`config.mk`:
```
export PLATFORM = sky130hd
export DESIGN_NAME = rvc_asap_mem_router
export DESIGN_NICKNAME = d
export VERILOG_FILES = /design/src/rtl/rvc_asap_mem_router.sv
export SDC_FILE = /design/constraint.sdc
export NUM_CORES = 1
export LEC_CHECK = 0
export ABC_CLOCK_PERIOD_IN_PS = 8430
export BUFFER_PORTS_ARGS = -buffer_cell sky130_fd_sc_hd__buf_4
export CAP_MARGIN = 20
export CORE_AREA = 2 2 130 132
export DETAILED_ROUTE_END_ITERATION = 8
export DIE_AREA = 0 0 132 134
export PLACE_DENSITY = 0.56
export SLEW_MARGIN = 15
export SYNTH_ARGS = -nofsm -noshare
export SYNTH_HDL_FRONTEND = slang
export SYNTH_SLANG_ARGS = --single-unit
```
`constraint.sdc`:
```
create_clock -name Clock -period 8.43 [get_ports Clock]
set_clock_uncertainty 0.2 [all_clocks]
set_input_delay 1.686 -clock Clock [delete_from_list [all_inputs] [get_ports Clock]]
set_output_delay 1.686 -clock Clock [all_outputs]
set_load 0.05 [all_outputs]
```
`src/rtl/rvc_asap_mem_router.sv`:
```
// Routes one master onto address-decoded slave regions; unmapped reads get an error response.
// Latency: requests pass through combinationally; unmapped-read error response one cycle after accept.
// Backpressure: reads stall while a different region has reads outstanding or OUT_DEPTH is reached.
module rvc_asap_mem_router #(
    parameter int NUM_REGIONS = 3,
    parameter int ADDR_W      = 32,
    parameter int DATA_W      = 32,
    parameter int OUT_DEPTH   = 4,
    parameter logic [NUM_REGIONS-1:0][ADDR_W-1:0] REGION_BASE  =
        {32'h0000_2000, 32'h0000_1000, 32'h0040_0000},
    parameter logic [NUM_REGIONS-1:0][ADDR_W-1:0] REGION_LIMIT =
        {32'h0000_2FFF, 32'h0000_1FFF, 32'h0040_FFFF}
) (
    input  logic                          Clock,
    input  logic                          Rst,
    input  logic                          ReqValid,
    output logic                          ReqReady,
    input  logic [ADDR_W-1:0]             ReqAddr,
    input  logic                          ReqWrEn,
    input  logic [DATA_W/8-1:0]           ReqByteEn,
    input  logic [DATA_W-1:0]             ReqWrData,
    output logic                          RspValid,
    output logic [DATA_W-1:0]             RspRdData,
    output logic                          RspErr,
    output logic [NUM_REGIONS-1:0]        SlvReqValid,
    input  logic [NUM_REGIONS-1:0]        SlvReqReady,
    output logic [ADDR_W-1:0]             SlvAddr,
    output logic                          SlvWrEn,
    output logic [DATA_W/8-1:0]           SlvByteEn,
    output logic [DATA_W-1:0]             SlvWrData,
    input  logic [NUM_REGIONS-1:0]        SlvRspValid,
    input  logic [NUM_REGIONS*DATA_W-1:0] SlvRdData,
    input  logic                          FaultClr,
    output logic                          FaultValid,
    output logic [ADDR_W-1:0]             FaultAddr,
    output logic [15:0]                   FaultCount
);

    localparam int RW = $clog2(NUM_REGIONS + 1);
    localparam int CW = $clog2(OUT_DEPTH + 1);
    localparam logic [RW-1:0] ERR_REGION = RW'(NUM_REGIONS);

    logic [RW-1:0] sel;
    logic          mapped;
    logic          permit;
    logic          tgt_rdy;
    logic          go;
    logic          rsp_vld;
    logic          is_err;
    logic          rd_acc;
    logic          flt_acc;
    logic [RW-1:0] cur_region;
    logic [CW-1:0] out_cnt;
    logic          err_pend;

    // Descending scan so the lowest-indexed overlapping region wins.
    always_comb begin
        sel    = ERR_REGION;
        mapped = 1'b0;
        for (int r = NUM_REGIONS - 1; r >= 0; r--) begin
            if (ReqAddr >= REGION_BASE[r] && ReqAddr <= REGION_LIMIT[r]) begin
                sel    = RW'(r);
                mapped = 1'b1;
            end
        end
    end

    always_comb begin
        permit = ReqWrEn ||
                 ((out_cnt < CW'(OUT_DEPTH)) && (out_cnt == '0 || cur_region == sel));
        tgt_rdy = 1'b1;
        for (int r = 0; r < NUM_REGIONS; r++) begin
            if (sel == RW'(r)) tgt_rdy = SlvReqReady[r];
        end
    end

    assign go       = Rst & ReqValid & permit;
    assign ReqReady = go & tgt_rdy;

    always_comb begin
        SlvReqValid = '0;
        for (int r = 0; r < NUM_REGIONS; r++) begin
            SlvReqValid[r] = go & (sel == RW'(r));
        end
    end

    assign SlvAddr   = ReqAddr;
    assign SlvWrEn   = ReqWrEn;
    assign SlvByteEn = ReqByteEn;
    assign SlvWrData = ReqWrData;

    // Only the region owning the outstanding reads may answer.
    always_comb begin
        is_err    = (cur_region == ERR_REGION);
        rsp_vld   = 1'b0;
        RspRdData = '0;
        if (out_cnt != '0) begin
            for (int r = 0; r < NUM_REGIONS; r++) begin
                if (cur_region == RW'(r)) begin
                    rsp_vld   = SlvRspValid[r];
                    RspRdData = SlvRdData[r*DATA_W +: DATA_W];
                end
            end
            if (is_err) rsp_vld = err_pend;
        end
    end

    assign RspValid = rsp_vld;
    assign RspErr   = rsp_vld & is_err;
    assign rd_acc   = ReqReady & ~ReqWrEn;
    assign flt_acc  = ReqReady & ~mapped;

    always_ff @(posedge Clock) begin
        if (!Rst) begin
            cur_region <= '0;
            out_cnt    <= '0;
            err_pend   <= 1'b0;
            FaultValid <= 1'b0;
            FaultAddr  <= '0;
            FaultCount <= '0;
        end else begin
            if (rd_acc) cur_region <= sel;
            case ({rd_acc, rsp_vld})
                2'b10:   out_cnt <= out_cnt + 1'b1;
                2'b01:   out_cnt <= out_cnt - 1'b1;
                default: out_cnt <= out_cnt;
            endcase
            err_pend <= rd_acc & ~mapped;
            if (FaultClr) begin
                FaultValid <= flt_acc;
                FaultAddr  <= flt_acc ? ReqAddr : '0;
                FaultCount <= flt_acc ? 16'd1 : 16'd0;
            end else if (flt_acc) begin
                FaultValid <= 1'b1;
                FaultAddr  <= ReqAddr;
                if (FaultCount != 16'hFFFF) FaultCount <= FaultCount + 16'd1;
            end
        end
    end

endmodule

```
==> flow_summary.yaml, run 1 <==
outcome:
  outcome: "finished, final reports clean"
job:
  cap_viol_max_count: 0
finish:
  final_cell_mix: "buf_4, nor2_1, nand2_1"
  synthToLayoutAreaGrowth_pct: 45.43
  final_common_cell: "buf_4"
  nNetsFinal: 885
  drive_gt1_share_pct: 39.97
  fin_util_pct: 34.99
timing:
  timing.fmax_ghz: 0.1681
  period_share_pct: 70.55
  finalMaxSlewViolations: 0
  rsz0062_at_grt: "no"
  fin_setup_tns_ns: 0
  hold_viol: 0
  setup_viol: 0
  finalWorstSetupSlack_ns: 2.483
  max_slew_margin_pct: 47.04
  layout_min_cycle_time_ns: 5.947
  worst_pin_slew_ns: 0.7943
yosys:
  async_flop_share_pct: 0
  yosys_warnings: 0
  synth_top_family_by_area: "simple AND/OR/NAND/NOR gates"
  synth_cells: 540
  synth_nets: 718
  syn_area_mm2: 0.003919
  synth-compound-area-share_pct: 15.64
  ys_seq_area_share_pct: 28.10
  synthMuxAreaShare_pct: 9.515
  synthTopCellsByArea: "dfxtp_1, buf_4, mux2i_1"
  synth_edf_count: 0
  synth.largest_area_cell: "dfxtp_1"
  syn_avg_cell_area_um2: 7.257
  synth_xor_area_share_pct: 0.6705
  yosysUniqueCellTypes: 51
  yosysTopAreaCellShare_pct: 28.10
  yosys.area_share.adder_pct: 1.149
  synth-simple-area-share_pct: 27.49
  synth_ff_type: "dfxtp_1"
  ys_ff_latch: 55
worst_setup_path:
  worstPathMaxFanout: 6
  worstSetupPathType: "in2out"
  start_kind: "input port"
  arrival_ns: 4.06
  worstReg2RegEnd: "out_cnt[2]$_SDFFE_PN0P_"
  ff2ff_path_depth: 11
  crit_end: "SlvReqValid[2]"
  end_kind: "primary output"
  r2r_start: "cur_region[0]$_SDFFE_PN0P_"
  cp.required_ns: 6.54
  r2r_slack_ns: 4.88
  critPathLaunch: "ReqAddr[16]"
placed_design:
  post-dp-hpwl_mm: 12.08
  pre_cts_slack_ns: 2.463
  gp_congestion: 0.7856
  portBuffers: 258
detailed_routing:
  vias: 4265
  first_iter_violations: 190
  drc_errors: 0
  dr.pass1.iters: 4
  routed_via_density: 4.591
  drtAntennaViolNets: 0
  wl_per_cell_um: 16.50
  wl_mm: 15.33
cts:
  clkTransAtPathRegs_ns: 0.07
  h-tree-depth: 2
  clk_path_buf_depth: 2
  cts_tree: "built"
  ctsResizeCount: 0
  clock-sinks: 55
  cts_setup_buffers: 0
  cts_root_buf: "clkbuf_16"
  hold_buffers: 0
  clk_latency_ns: 0.30
  numCtsBuffers: 5
grt:
  grt.overflow.total: 0
  grt_max_degree: 45
  grt_pass1_wl_mm: 22.69
  antenna_found_initial: 2
  grt_usage_pct: 16.30
  grt_pass1_vias: 3958
power_and_ir_drop:
  powerDensity_mw_per_mm2: 127.9
  p_leak_nw: 2.514
  ir_drop_mv: 0.06900
die:
  die_area_mm2: 0.01769
  io_pins: 331
  die_h_um: 134
  floorplan.initialDensity_pct: 24.06
  core_mm2: 0.01629
  num_rows: 47
  fp.dieW_um: 132
min_path:
  min_path_type: "reg2reg"
  min_path_cells: 2
critical path, stage by stage:
cell     delay [ns]
buf_4          0.13
nor4_1         0.42
nand3_1        0.24
o41a_1         0.52
o211a_1        0.27
or3b_2         0.47
nor2_1         0.11
buf_4          0.21
layer usage:
layer  global-route usage, %  up-vias  share of wire [%]
met3                   5.026       15                8.5
met4                   3.261        2               0.99
met2                   29.05      190                 51
met1                   19.36     1940                 40
li1                        -     2118                  -
met5                       0        -              0.065
where the power goes:
part | internal (mW) | total, mW | leakage [nW] | switching (mW)
clock | 0.127 | 0.222 | 0.0772 | 0.0955
sequential | 0.265 | 0.269 | 0.445 | 0.00436
combinational | 0.0920 | 0.238 | 1.99 | 0.146
through the flow:
| stage | hold slack, ns | power, mW | std cells | area, um^2 |
|---|---|---|---|---|
| 2_1_floorplan | 0.2908 | 0.4644 | 540 | 3919 |
| 3_3_place_gp | 0.2318 | 0.5144 | 920 | 5540 |
| 3_5_place_dp | 0.2340 | 0.5149 | 920 | 5540 |
| 4_1_cts | 0.2448 | 0.7420 | 928 | 5697 |
| 5_1_grt | 0.2708 | 0.7624 | 928 | 5697 |
| 6_report | 0.2413 | 0.7288 | 929 | 5699 |
how the worst min path moves through the flow:
stage                              startpoint                        end
floorplan             out_cnt[2]$_SDFFE_PN0P_    out_cnt[2]$_SDFFE_PN0P_
global placement      FaultValid$_SDFFE_PN0P_    FaultValid$_SDFFE_PN0P_
detailed placement    FaultValid$_SDFFE_PN0P_    FaultValid$_SDFFE_PN0P_
CTS                   FaultValid$_SDFFE_PN0P_    FaultValid$_SDFFE_PN0P_
global route        FaultAddr[6]$_SDFFE_PN0P_  FaultAddr[6]$_SDFFE_PN0P_
finish                FaultValid$_SDFFE_PN0P_    FaultValid$_SDFFE_PN0P_
flip-flops by register name (all words and copies together) (netlist names):
name / flops
cur_region: 2
FaultAddr: 32
err_pend: 1
FaultValid: 1
FaultCount: 16
out_cnt: 3
layout make-up:
| type | instances | area (um^2) |
|---|---|---|
| repair buffers | 264 | 1982 |
| multi-input cells | 375 | 2157 |
| well taps | 220 | 275.3 |
| flip-flops and latches | 55 | 1104 |
| diodes | 1 | 2.502 |
| clock buffers | 8 | 156.4 |
| fillers | 1787 | 10590 |
| inverters | 6 | 22.52 |
cell usage after synthesis (3+ instances only):
| cell | number |
|---|---|
| nor2_1 | 78 |
| buf_4 | 69 |
| nand2_1 | 63 |
| dfxtp_1 | 55 |
| a21oi_1 | 46 |
| nand3_1 | 39 |
| mux2i_1 | 35 |
| clkbuf_1 | 23 |
| a21boi_0 | 19 |
| o21ai_0 | 13 |
| or3_1 | 10 |
| buf_1 | 8 |
| nand4_1 | 7 |
| nor3_1 | 6 |
| and2_1 | 5 |
| and3_1 | 5 |
| inv_1 | 5 |
| nor2b_1 | 4 |
| buf_2 | 3 |
| nand2b_1 | 3 |
| o31ai_1 | 3 |
| or4_1 | 3 |
cells by family (layout without fill, tap and decap cells):
kind of cell,count (synthesis),in the layout
fa+ha+maj,3,3
mux,36,36
simple gates,234,234
xor+xnor,3,3
other cells,0,1
buf+inv,110,278
flops,55,55
compound gates,99,99
No activity file was read; power rests on OpenSTA's default activity.
==> inputs of run 2 (changes only) <==
--- a/config.mk
+++ b/config.mk
@@ -5,13 +5,13 @@
 export SDC_FILE = /design/constraint.sdc
 export NUM_CORES = 1
 export LEC_CHECK = 0
-export ABC_CLOCK_PERIOD_IN_PS = 8430
+export ABC_CLOCK_PERIOD_IN_PS = 5800
 export BUFFER_PORTS_ARGS = -buffer_cell sky130_fd_sc_hd__buf_4
 export CAP_MARGIN = 20
-export CORE_AREA = 2 2 130 132
+export CORE_AREA = 2 2 127 129
 export DETAILED_ROUTE_END_ITERATION = 8
-export DIE_AREA = 0 0 132 134
-export PLACE_DENSITY = 0.56
+export DIE_AREA = 0 0 129 131
+export PLACE_DENSITY = 0.58
 export SLEW_MARGIN = 15
 export SYNTH_ARGS = -nofsm -noshare
 export SYNTH_HDL_FRONTEND = slang
==> constraint.sdc (replaced) <==
create_clock -name Clock -period 5.8 [get_ports Clock]
set_clock_uncertainty 0.2 [all_clocks]
set_input_delay 1.16 -clock Clock [delete_from_list [all_inputs] [get_ports Clock]]
set_output_delay 1.16 -clock Clock [all_outputs]
set_load 0.05 [all_outputs]
==> flow_summary.yaml, run 2 (synthesized netlist as in run 1, its figures left out) <==
outcome:
  outcome: "finished, final reports clean"
cts:
  ctsResizeCount: 0
  clock-sinks: 55
  clk_latency_ns: 0.30
  cts_tree: "built"
  h-tree-depth: 2
  hold_buffers: 0
  clk_path_buf_depth: 2
  cts_root_buf: "clkbuf_16"
  numCtsBuffers: 5
  clkTransAtPathRegs_ns: 0.07
  cts_setup_buffers: 0
die:
  die_area_mm2: 0.01690
  io_pins: 331
  die_h_um: 131
  core_mm2: 0.01560
  num_rows: 46
  fp.dieW_um: 129
  floorplan.initialDensity_pct: 25.12
detailed_routing:
  routed_via_density: 4.516
  drc_errors: 0
  drtAntennaViolNets: 0
  vias: 4182
  wl_per_cell_um: 15.14
  first_iter_violations: 174
  wl_mm: 14.02
  dr.pass1.iters: 4
worst_setup_path:
  critPathLaunch: "ReqAddr[16]"
  arrival_ns: 3.64
  worstReg2RegEnd: "out_cnt[2]$_SDFFE_PN0P_"
  start_kind: "input port"
  ff2ff_path_depth: 12
  worstSetupPathType: "in2out"
  worstPathMaxFanout: 6
  end_kind: "primary output"
  r2r_slack_ns: 2.61
  cp.required_ns: 4.44
  r2r_start: "out_cnt[0]$_SDFFE_PN0P_"
  crit_end: "SlvReqValid[2]"
grt:
  grt_pass1_wl_mm: 20.60
  grt.overflow.total: 0
  grt_pass1_vias: 3907
  grt_usage_pct: 15.47
  antenna_found_initial: 0
  grt_max_degree: 38
min_path:
  min_path_type: "reg2reg"
power_and_ir_drop:
  powerDensity_mw_per_mm2: 183.3
  ir_drop_mv: 0.1293
  seqPwrFrac_pct: 37.2
  internal-power_mw: 0.6828
  pwr-share-clk_pct: 30.0
  switching_share_pct: 34.66
  power.switching_mw: 0.3622
  p_leak_nw: 2.521
  comb_power_share_pct: 32.8
finish:
  drive_gt1_share_pct: 40.14
  design_area_mm2: 0.005700
  final_cell_mix: "buf_4, nor2_1, nand2_1"
  largest_reg_flops: 32
  final_common_cell: "buf_4"
  top_register: "FaultAddr"
  fin_util_pct: 36.55
  nNetsFinal: 887
  reg_top3: "FaultAddr: 32 flops, FaultCount: 16 flops, out_cnt: 3 flops"
  synthToLayoutAreaGrowth_pct: 45.47
  antenna_cells: 0
timing:
  finalWorstSetupSlack_ns: 0.7974
  period_share_pct: 86.25
  layout_min_cycle_time_ns: 5.003
  timing.fmax_ghz: 0.1999
  finalMaxSlewViolations: 0
  worst_pin_slew_ns: 0.7543
  max_slew_margin_pct: 49.71
  setup_viol: 0
  timing.hold.ws_ns: 0.2454
  rsz0062_at_grt: "no"
  fin_setup_tns_ns: 0
  hold_viol: 0
placed_design:
  gp_congestion: 0.7712
  pre_cts_slack_ns: 0.7160
  place_area_mm2: 0.005549
  portBuffers: 258
  post-dp-hpwl_mm: 11.10
job:
  cap_viol_max_count: 0
## run 2: critical path, stage by stage
cell and delay [ns]:
buf_4 0.12, nor4_1 0.50, nand3_1 0.28, o41a_1 0.54, o211a_1 0.27, or3b_2 0.46, nor2_1 0.10, buf_4 0.20
## run 2: worst min-delay path by stage
| stage | from | endpoint | slack [ns] | cells past startpoint |
|---|---|---|---|---|
| finish | FaultValid$_SDFFE_PN0P_ | FaultValid$_SDFFE_PN0P_ | 0.25 | 2 |
| global route | FaultValid$_SDFFE_PN0P_ | FaultValid$_SDFFE_PN0P_ | 0.27 | 2 |
| floorplan | out_cnt[2]$_SDFFE_PN0P_ | out_cnt[2]$_SDFFE_PN0P_ | 0.29 | 2 |
| CTS | FaultValid$_SDFFE_PN0P_ | FaultValid$_SDFFE_PN0P_ | 0.25 | 2 |
| detailed placement | FaultValid$_SDFFE_PN0P_ | FaultValid$_SDFFE_PN0P_ | 0.24 | 2 |
| global placement | FaultValid$_SDFFE_PN0P_ | FaultValid$_SDFFE_PN0P_ | 0.23 | 2 |
## run 2: cell type report
type                            instances  area, um^2
Clock buffer                            5       125.1
Clock inverter                          3       26.28
Fill cell                            1701        9897
Inverter                                6       22.52
Multi-Input combinational cell        375        2157
Sequential cell                        55        1102
Tap cell                              216       270.3
Timing Repair Buffer                  266        1997
## run 2: metrics by stage
stage,total power [mW],std cells
after floorplan,0.6750,540
after global routing,1.097,926
after CTS,1.065,926
final,1.045,926
after global placement,0.7434,918
after detailed placement,0.7439,918
## run 2: layer usage
metal / routed length (um) / track usage [%]
met5: 0 / 0
met4: 102 / 2.749
met3: 990 / 3.909
met2: 7218 / 28.26
met1: 5707 / 18.56
## run 2: power groups by stage
stage,clock network (mW),logic (mW),registers [mW]
2_1_floorplan,0,0.258,0.417
3_3_place_gp,0,0.346,0.398
3_5_place_dp,0,0.346,0.398
4_1_cts,0.328,0.347,0.389
5_1_grt,0.341,0.367,0.390
6_report,0.313,0.343,0.389
